--- config.mk ---
export PLATFORM = sky130hd
export DESIGN_NAME = adc_multislope
export DESIGN_NICKNAME = d
export VERILOG_FILES = /design/src/rtl/adc_multislope.sv
export SDC_FILE = /design/constraint.sdc
export NUM_CORES = 1
export LEC_CHECK = 0
export ABC_AREA = 1
export BUFFER_PORTS_ARGS = -buffer_cell sky130_fd_sc_hd__clkbuf_2
export CAP_MARGIN = 20
export CORE_MARGIN = 5
export CORE_UTILIZATION = 35
export DETAILED_ROUTE_END_ITERATION = 12
export GPL_TIMING_DRIVEN = 1
export MAX_ROUTING_LAYER = met4
export SLEW_MARGIN = 25
export SYNTH_ARGS = -nofsm -noshare
export SYNTH_HDL_FRONTEND = slang
export SYNTH_SLANG_ARGS = --single-unit
--- constraint.sdc ---
create_clock -name clk -period 24.7 [get_ports clk]
set_input_delay 3.705 -clock clk [delete_from_list [all_inputs] [get_ports clk]]
set_output_delay 3.705 -clock clk [all_outputs]
set_load 0.05 [all_outputs]
--- src/rtl/adc_multislope.sv ---
// Multislope run-up ADC controller: integrator reset, signal run-up with
// comparator-steered reference, rundown timing. Optional crossing stats: ADC_STATS_EN.
module adc_multislope #(
  parameter int CW = 24,
  parameter int AW = 32
) (
  input  logic          clk,
  input  logic          reset,
  input  logic          trig,
  input  logic [CW-1:0] p_clk_count_reset,
  input  logic [CW-1:0] p_clk_count_fix,
  input  logic [AW-1:0] p_clk_count_aperture,
  input  logic [CW-1:0] p_clk_count_rundown_max,
  input  logic          cmpr_val,
  output logic [3:0]    refmux,
  output logic          sigmux,
  output logic          cmpr_latch_ctl,
  output logic          busy,
  output logic          measure_valid,
  output logic          rundown_timeout,
  output logic [AW-1:0] clk_count_mux_sig_last,
  output logic [CW-1:0] count_refmux_pos_up_last,
  output logic [CW-1:0] count_refmux_neg_up_last,
  output logic [CW-1:0] clk_count_rundown_last,
  output logic [CW-1:0] stat_count_cmpr_cross_up_last,
  output logic [7:0]    monitor
);

  typedef enum logic [2:0] {
    S_IDLE = 3'd0, S_RESET = 3'd1, S_SIG = 3'd2, S_RUNDOWN = 3'd3, S_DONE = 3'd4
  } state_t;

  localparam logic [3:0] REF_NONE = 4'b0000;
  localparam logic [3:0] REF_POS  = 4'b0001;
  localparam logic [3:0] REF_NEG  = 4'b0010;
  localparam logic [3:0] REF_RST  = 4'b0100;

  state_t        r_state, w_next;
  logic          r_sync1, r_sync2;
  logic [CW-1:0] r_sh_rst, r_sh_fix, r_sh_max;
  logic [AW-1:0] r_sh_ap;
  logic [CW-1:0] r_cnt, r_pos, r_neg, r_rd;
  logic [AW-1:0] r_ap;
  logic [3:0]    r_phase_ref;
  logic          r_sign, r_timeout;
  logic [AW-1:0] r_sig_last;
  logic [CW-1:0] r_pos_last, r_neg_last, r_rd_last;

  logic [AW-1:0] w_ap_inc;
  logic [CW-1:0] w_pos_inc, w_neg_inc, w_rd_inc;
  logic          w_rst_end, w_phase_end, w_ap_done, w_cross, w_rd_max, w_rd_exit;
  logic [2:0]    w_st;

  assign w_ap_inc    = (&r_ap)  ? r_ap  : r_ap  + 1'b1;
  assign w_pos_inc   = (&r_pos) ? r_pos : r_pos + 1'b1;
  assign w_neg_inc   = (&r_neg) ? r_neg : r_neg + 1'b1;
  assign w_rd_inc    = (&r_rd)  ? r_rd  : r_rd  + 1'b1;
  assign w_rst_end   = (r_cnt == r_sh_rst - 1'b1);
  assign w_phase_end = (r_cnt == r_sh_fix - 1'b1);
  assign w_ap_done   = (w_ap_inc >= r_sh_ap);
  assign w_cross     = (r_sync2 != r_sign);
  assign w_rd_max    = (w_rd_inc >= r_sh_max);
  assign w_rd_exit   = (r_state == S_RUNDOWN) && (w_cross || w_rd_max);

  always_ff @(posedge clk or posedge reset) begin
    if (reset) begin
      r_state <= S_IDLE;
      r_sync1 <= 1'b0;
      r_sync2 <= 1'b0;
    end else begin
      r_state <= w_next;
      r_sync1 <= cmpr_val;
      r_sync2 <= r_sync1;
    end
  end

  always_comb begin
    w_next         = r_state;
    refmux         = REF_NONE;
    sigmux         = 1'b0;
    cmpr_latch_ctl = 1'b1;
    case (r_state)
      S_IDLE:  if (trig) w_next = S_RESET;
      S_RESET: begin
        refmux         = REF_RST;
        cmpr_latch_ctl = 1'b0;
        if (w_rst_end) w_next = S_SIG;
      end
      S_SIG: begin
        refmux         = r_phase_ref;
        sigmux         = 1'b1;
        cmpr_latch_ctl = 1'b0;
        if (w_phase_end && w_ap_done) w_next = S_RUNDOWN;
      end
      S_RUNDOWN: begin
        refmux         = r_sign ? REF_NEG : REF_POS;
        cmpr_latch_ctl = 1'b0;
        if (w_cross || w_rd_max) w_next = S_DONE;
      end
      S_DONE:  w_next = S_IDLE;
      default: w_next = S_IDLE;
    endcase
  end

  always_ff @(posedge clk or posedge reset) begin
    if (reset) begin
      r_sh_rst    <= '0;
      r_sh_fix    <= '0;
      r_sh_max    <= '0;
      r_sh_ap     <= '0;
      r_cnt       <= '0;
      r_ap        <= '0;
      r_pos       <= '0;
      r_neg       <= '0;
      r_rd        <= '0;
      r_phase_ref <= REF_NONE;
      r_sign      <= 1'b0;
      r_timeout   <= 1'b0;
      r_sig_last  <= '0;
      r_pos_last  <= '0;
      r_neg_last  <= '0;
      r_rd_last   <= '0;
    end else begin
      case (r_state)
        S_IDLE: if (trig) begin
          // zero-length reset/phase would never terminate; run them as one clock
          r_sh_rst    <= (p_clk_count_reset == '0) ? CW'(1) : p_clk_count_reset;
          r_sh_fix    <= (p_clk_count_fix == '0) ? CW'(1) : p_clk_count_fix;
          r_sh_ap     <= p_clk_count_aperture;
          r_sh_max    <= p_clk_count_rundown_max;
          r_cnt       <= '0;
          r_ap        <= '0;
          r_pos       <= '0;
          r_neg       <= '0;
          r_rd        <= '0;
          r_phase_ref <= REF_NONE;
        end
        S_RESET: r_cnt <= w_rst_end ? '0 : r_cnt + 1'b1;
        S_SIG: begin
          r_ap <= w_ap_inc;
          if (w_phase_end) begin
            r_cnt <= '0;
            if (!w_ap_done) begin
              r_phase_ref <= r_sync2 ? REF_NEG : REF_POS;
              if (r_sync2) r_neg <= w_neg_inc;
              else         r_pos <= w_pos_inc;
            end else begin
              r_sign <= r_sync2;
            end
          end else begin
            r_cnt <= r_cnt + 1'b1;
          end
        end
        S_RUNDOWN: begin
          r_rd <= w_rd_inc;
          // results land on DONE entry so they are stable while measure_valid is high
          if (w_rd_exit) begin
            r_timeout  <= !w_cross;
            r_sig_last <= r_ap;
            r_pos_last <= r_pos;
            r_neg_last <= r_neg;
            r_rd_last  <= w_rd_inc;
          end
        end
        default: ;
      endcase
    end
  end

`ifdef ADC_STATS_EN
  logic          r_cmpr_prev;
  logic [CW-1:0] r_stat, r_stat_last, w_stat_nxt;

  always_comb begin
    w_stat_nxt = r_stat;
    if ((r_state == S_SIG || r_state == S_RUNDOWN) && r_sync2 && !r_cmpr_prev && !(&r_stat))
      w_stat_nxt = r_stat + 1'b1;
  end

  always_ff @(posedge clk or posedge reset) begin
    if (reset) begin
      r_cmpr_prev <= 1'b0;
      r_stat      <= '0;
      r_stat_last <= '0;
    end else begin
      r_cmpr_prev <= r_sync2;
      r_stat      <= (r_state == S_IDLE && trig) ? '0 : w_stat_nxt;
      if (w_rd_exit) r_stat_last <= w_stat_nxt;
    end
  end

  assign stat_count_cmpr_cross_up_last = r_stat_last;
`else
  assign stat_count_cmpr_cross_up_last = '0;
`endif

  assign w_st                     = r_state;
  assign busy                     = (r_state != S_IDLE);
  assign measure_valid            = (r_state == S_DONE);
  assign rundown_timeout          = r_timeout;
  assign clk_count_mux_sig_last   = r_sig_last;
  assign count_refmux_pos_up_last = r_pos_last;
  assign count_refmux_neg_up_last = r_neg_last;
  assign clk_count_rundown_last   = r_rd_last;
  assign monitor                  = {w_st, r_sync2, refmux};

endmodule

==> flow_summary_export.csv <==
group,metric,value,unit
placement,gp_congestion,0.8943,
grt,grt_use_total,19.08,%
status,outcome,"finished clean",
floorplan,die_area,62080,um2
cells_and_area,fillers,5817,
grt,grt_pass1_vias,16880,
worst_setup_path,crit_family,"buffers and inverters",
drt,drt_first_pass_iters,5,
worst_setup_path,endpoint_kind,"output port",
floorplan,ios,253,
drt,final_antenna_net_count,0,
worst_setup_path,worstPathMaxFanout,48,
clock_tree,cts_resized,0,
floorplan,die_y,249.2,um
clock_tree,cts.path.max_buffers,3,
worst_setup_path,cpMaxStageDelayCell,"nand2_1",
worst_hold_path,hold_class,"register to register",
cells_and_area,final_nets,3030,
clock_tree,htree_levels,2,
run,drv_cap,0,
clock_tree,postCtsSetupBuffers,0,
grt,antenna_found_initial,0,
sta,finalSetupViolations,0,
sta,hold_viol,0,
cells_and_area,final_cells,3643,
worst_setup_path,path_cells,"nor2_1, nand2_1, inv_2, buf_4, clkbuf_2",
placement,dp_hpwl,44.20,mm
clock_tree,cts_hold_buf,0,
synth,synth_most_common_cell,"nand2_1",
grt,grt_overflow,0,
grt,grt_pass1_wl,94.34,mm
clock_tree,cts-root-buf,"clkbuf_16",
synth,synth_ff_type,"dfrtp_1",
drt,vias,17600,
worst_setup_path,cpPeakStageDelay,610,ps
clock_tree,cts_tree,"done",
clock_tree,clk_pin_slew,60,ps
clock_tree,clk_latency,560,ps
synth,synth_sequential_area_ratio,43.13,%
placement,numPortBuffers,226,
placement,dp.cells,3572,
cells_and_area,layout-drive-gt1-share,12.57,%
power,ir_worst_vdd,0.00006787,V
synth,synth_top_area_share,43.13,%
sta,rsz0062_at_grt,"false",
synth,synthTopCellsByArea,"dfrtp_1, nand2_1, o21ai_0, inv_1, xor2_1",
sta,setup_tns,0,ps
sta,max-slew-margin-rel,35.18,%
synth,ys_seq_elements,345,
synth,synth_edf_count,0,
drt,routed_wl,58.79,mm
cells_and_area,utilization,40.92,%
cells_and_area,area_growth,15.48,%
synth,async_flop_share,100.0,%
synth,syn_inst,2673,
sta,clock_skew,13.44,ps
drt,routedWlPerCell,16.14,um
sta,drv_slew,0,
synth,syn-cell-area,20020,um2
sta,period_minus_slack,7121,ps
power,power_per_cell_area,125.3,nW/um2
synth,yosysWarnings,0,
worst_setup_path,worstSetupStartpointType,"register",
grt,grt_max_degree,112,
worst_setup_path,worstPathRequired,21000,ps
sta,fin_crit_sh,28.83,%
drt,drc_errors,0,
synth,synthTopCellsByCount,"nand2_1, dfrtp_1, inv_1, o21ai_0, nor2_1",
sta,clock.fmax,140.4,MHz
worst_setup_path,arrival,3420,ps
worst_setup_path,worst-path-buf-inv,3,
synth,synth_top_area_cell,"dfrtp_1",
synth,yosys.cell_types.count,46,
drt,drt_iter0_markers,1247,
floorplan,die_x,249.2,um
power,power_leakage,11.14,nW
floorplan,rows,87,
clock_tree,cts.sinks,345,
cells_and_area,n_antenna_cell,0,
floorplan,coreArea,56500,um2
synth,avgSynthCellArea,7.489,um2
worst_setup_path,critPathKind,"register to output port",
drt,vias_per_cell,4.830,
sta,tightestPinTransition,970.0,ps
floorplan,start_util,35.44,%
clock_tree,cts_buffers,41,
## layer usage
layer / vias up / global-route usage [%] / share of wire, %
li1: 8904 / - / -
met1: 8225 / 26.07 / 48
met2: 395 / 29.77 / 45
met3: 71 / 3.550 / 5.4
met4: 0 / 4.390 / 1.9
met5: - / - / 0
## stage by stage
stage,setup WS [ps],power [mW],instance area [um2],hold WS (ps)
after global routing,17310,3.139,23120,438.9
after global placement,18150,2.251,21670,427.5
final,17580,2.895,23120,446.1
after floorplan,11430,1.926,20110,331.2
after CTS,17520,2.934,23110,432.8
after detailed placement,18130,2.268,21670,429.1
## power breakdown
part / internal (mW) / switching [mW] / leakage, nW
Sequential: 0.764 / 0.185 / 4.59
Clock: 0.402 / 0.246 / 0.707
Combinational: 0.366 / 0.933 / 5.85
Total: 1.53 / 1.36 / 11.1
## placed cells by master, fill, tap and decap left out, types with 5 or more instances in the layout
| cell type | count |
|---|---|
| nor4_1 | 27 |
| nor2_2 | 11 |
| bufinv_16 | 5 |
| inv_2 | 10 |
| nor2_4 | 7 |
| nand2_2 | 5 |
| nand4_1 | 65 |
| buf_4 | 10 |
| or2_2 | 14 |
| nor2_1 | 204 |
| nor3_1 | 60 |
| o22ai_1 | 21 |
| o21ai_1 | 42 |
| nand2_1 | 763 |
| o21ai_0 | 256 |
| ha_1 | 63 |
| clkbuf_2 | 226 |
| dfrtp_1 | 345 |
| o21bai_1 | 6 |
| clkbuf_8 | 11 |
| xor2_1 | 101 |
| nand3b_1 | 19 |
| inv_1 | 320 |
| xnor2_1 | 19 |
| conb_1 | 26 |
| clkbuf_16 | 43 |
| nand3_1 | 116 |
| clkbuf_1 | 6 |
| a21oi_1 | 46 |
## worst paths after layout
check                            from  cells after the start  slack (ps)                          end
hold / removal                r_sync1                      0         450                      r_sync2
setup / recovery           r_state[2]                      5       17580                       sigmux
setup reg to reg              r_rd[1]                     16       19260  count_refmux_pos_up_last[1]
min in group asynchronous       reset                      2        3210                  r_sh_ap[17]
max in group asynchronous       reset                      4       19370                      r_rd[2]
hold reg to reg               r_sync1                      0         450                      r_sync2
## cells by family after synthesis
family	count (synthesis)	synth area share (%)
flip-flops	345	43.13
AO/OA/AOI/OAI	388	10.16
AND/OR/NAND/NOR	1306	28.19
adder cells (fa/ha/maj)	63	3.938
XOR/XNOR	120	5.250
buffers and inverters	450	9.319
other	1	0.01873
## layout make-up
cell class	instances	area, um2	share of cell area, %
multi-input combinational	1903	9638	41.69
sequential	345	8633	37.35
inverter	332	1254	5.423
clock buffer	60	1250	5.407
timing repair buffer	236	1206	5.218
tap	756	945.9	4.092
clock inverter	11	190.2	0.8227
No activity file was read; power rests on OpenSTA's default activity.
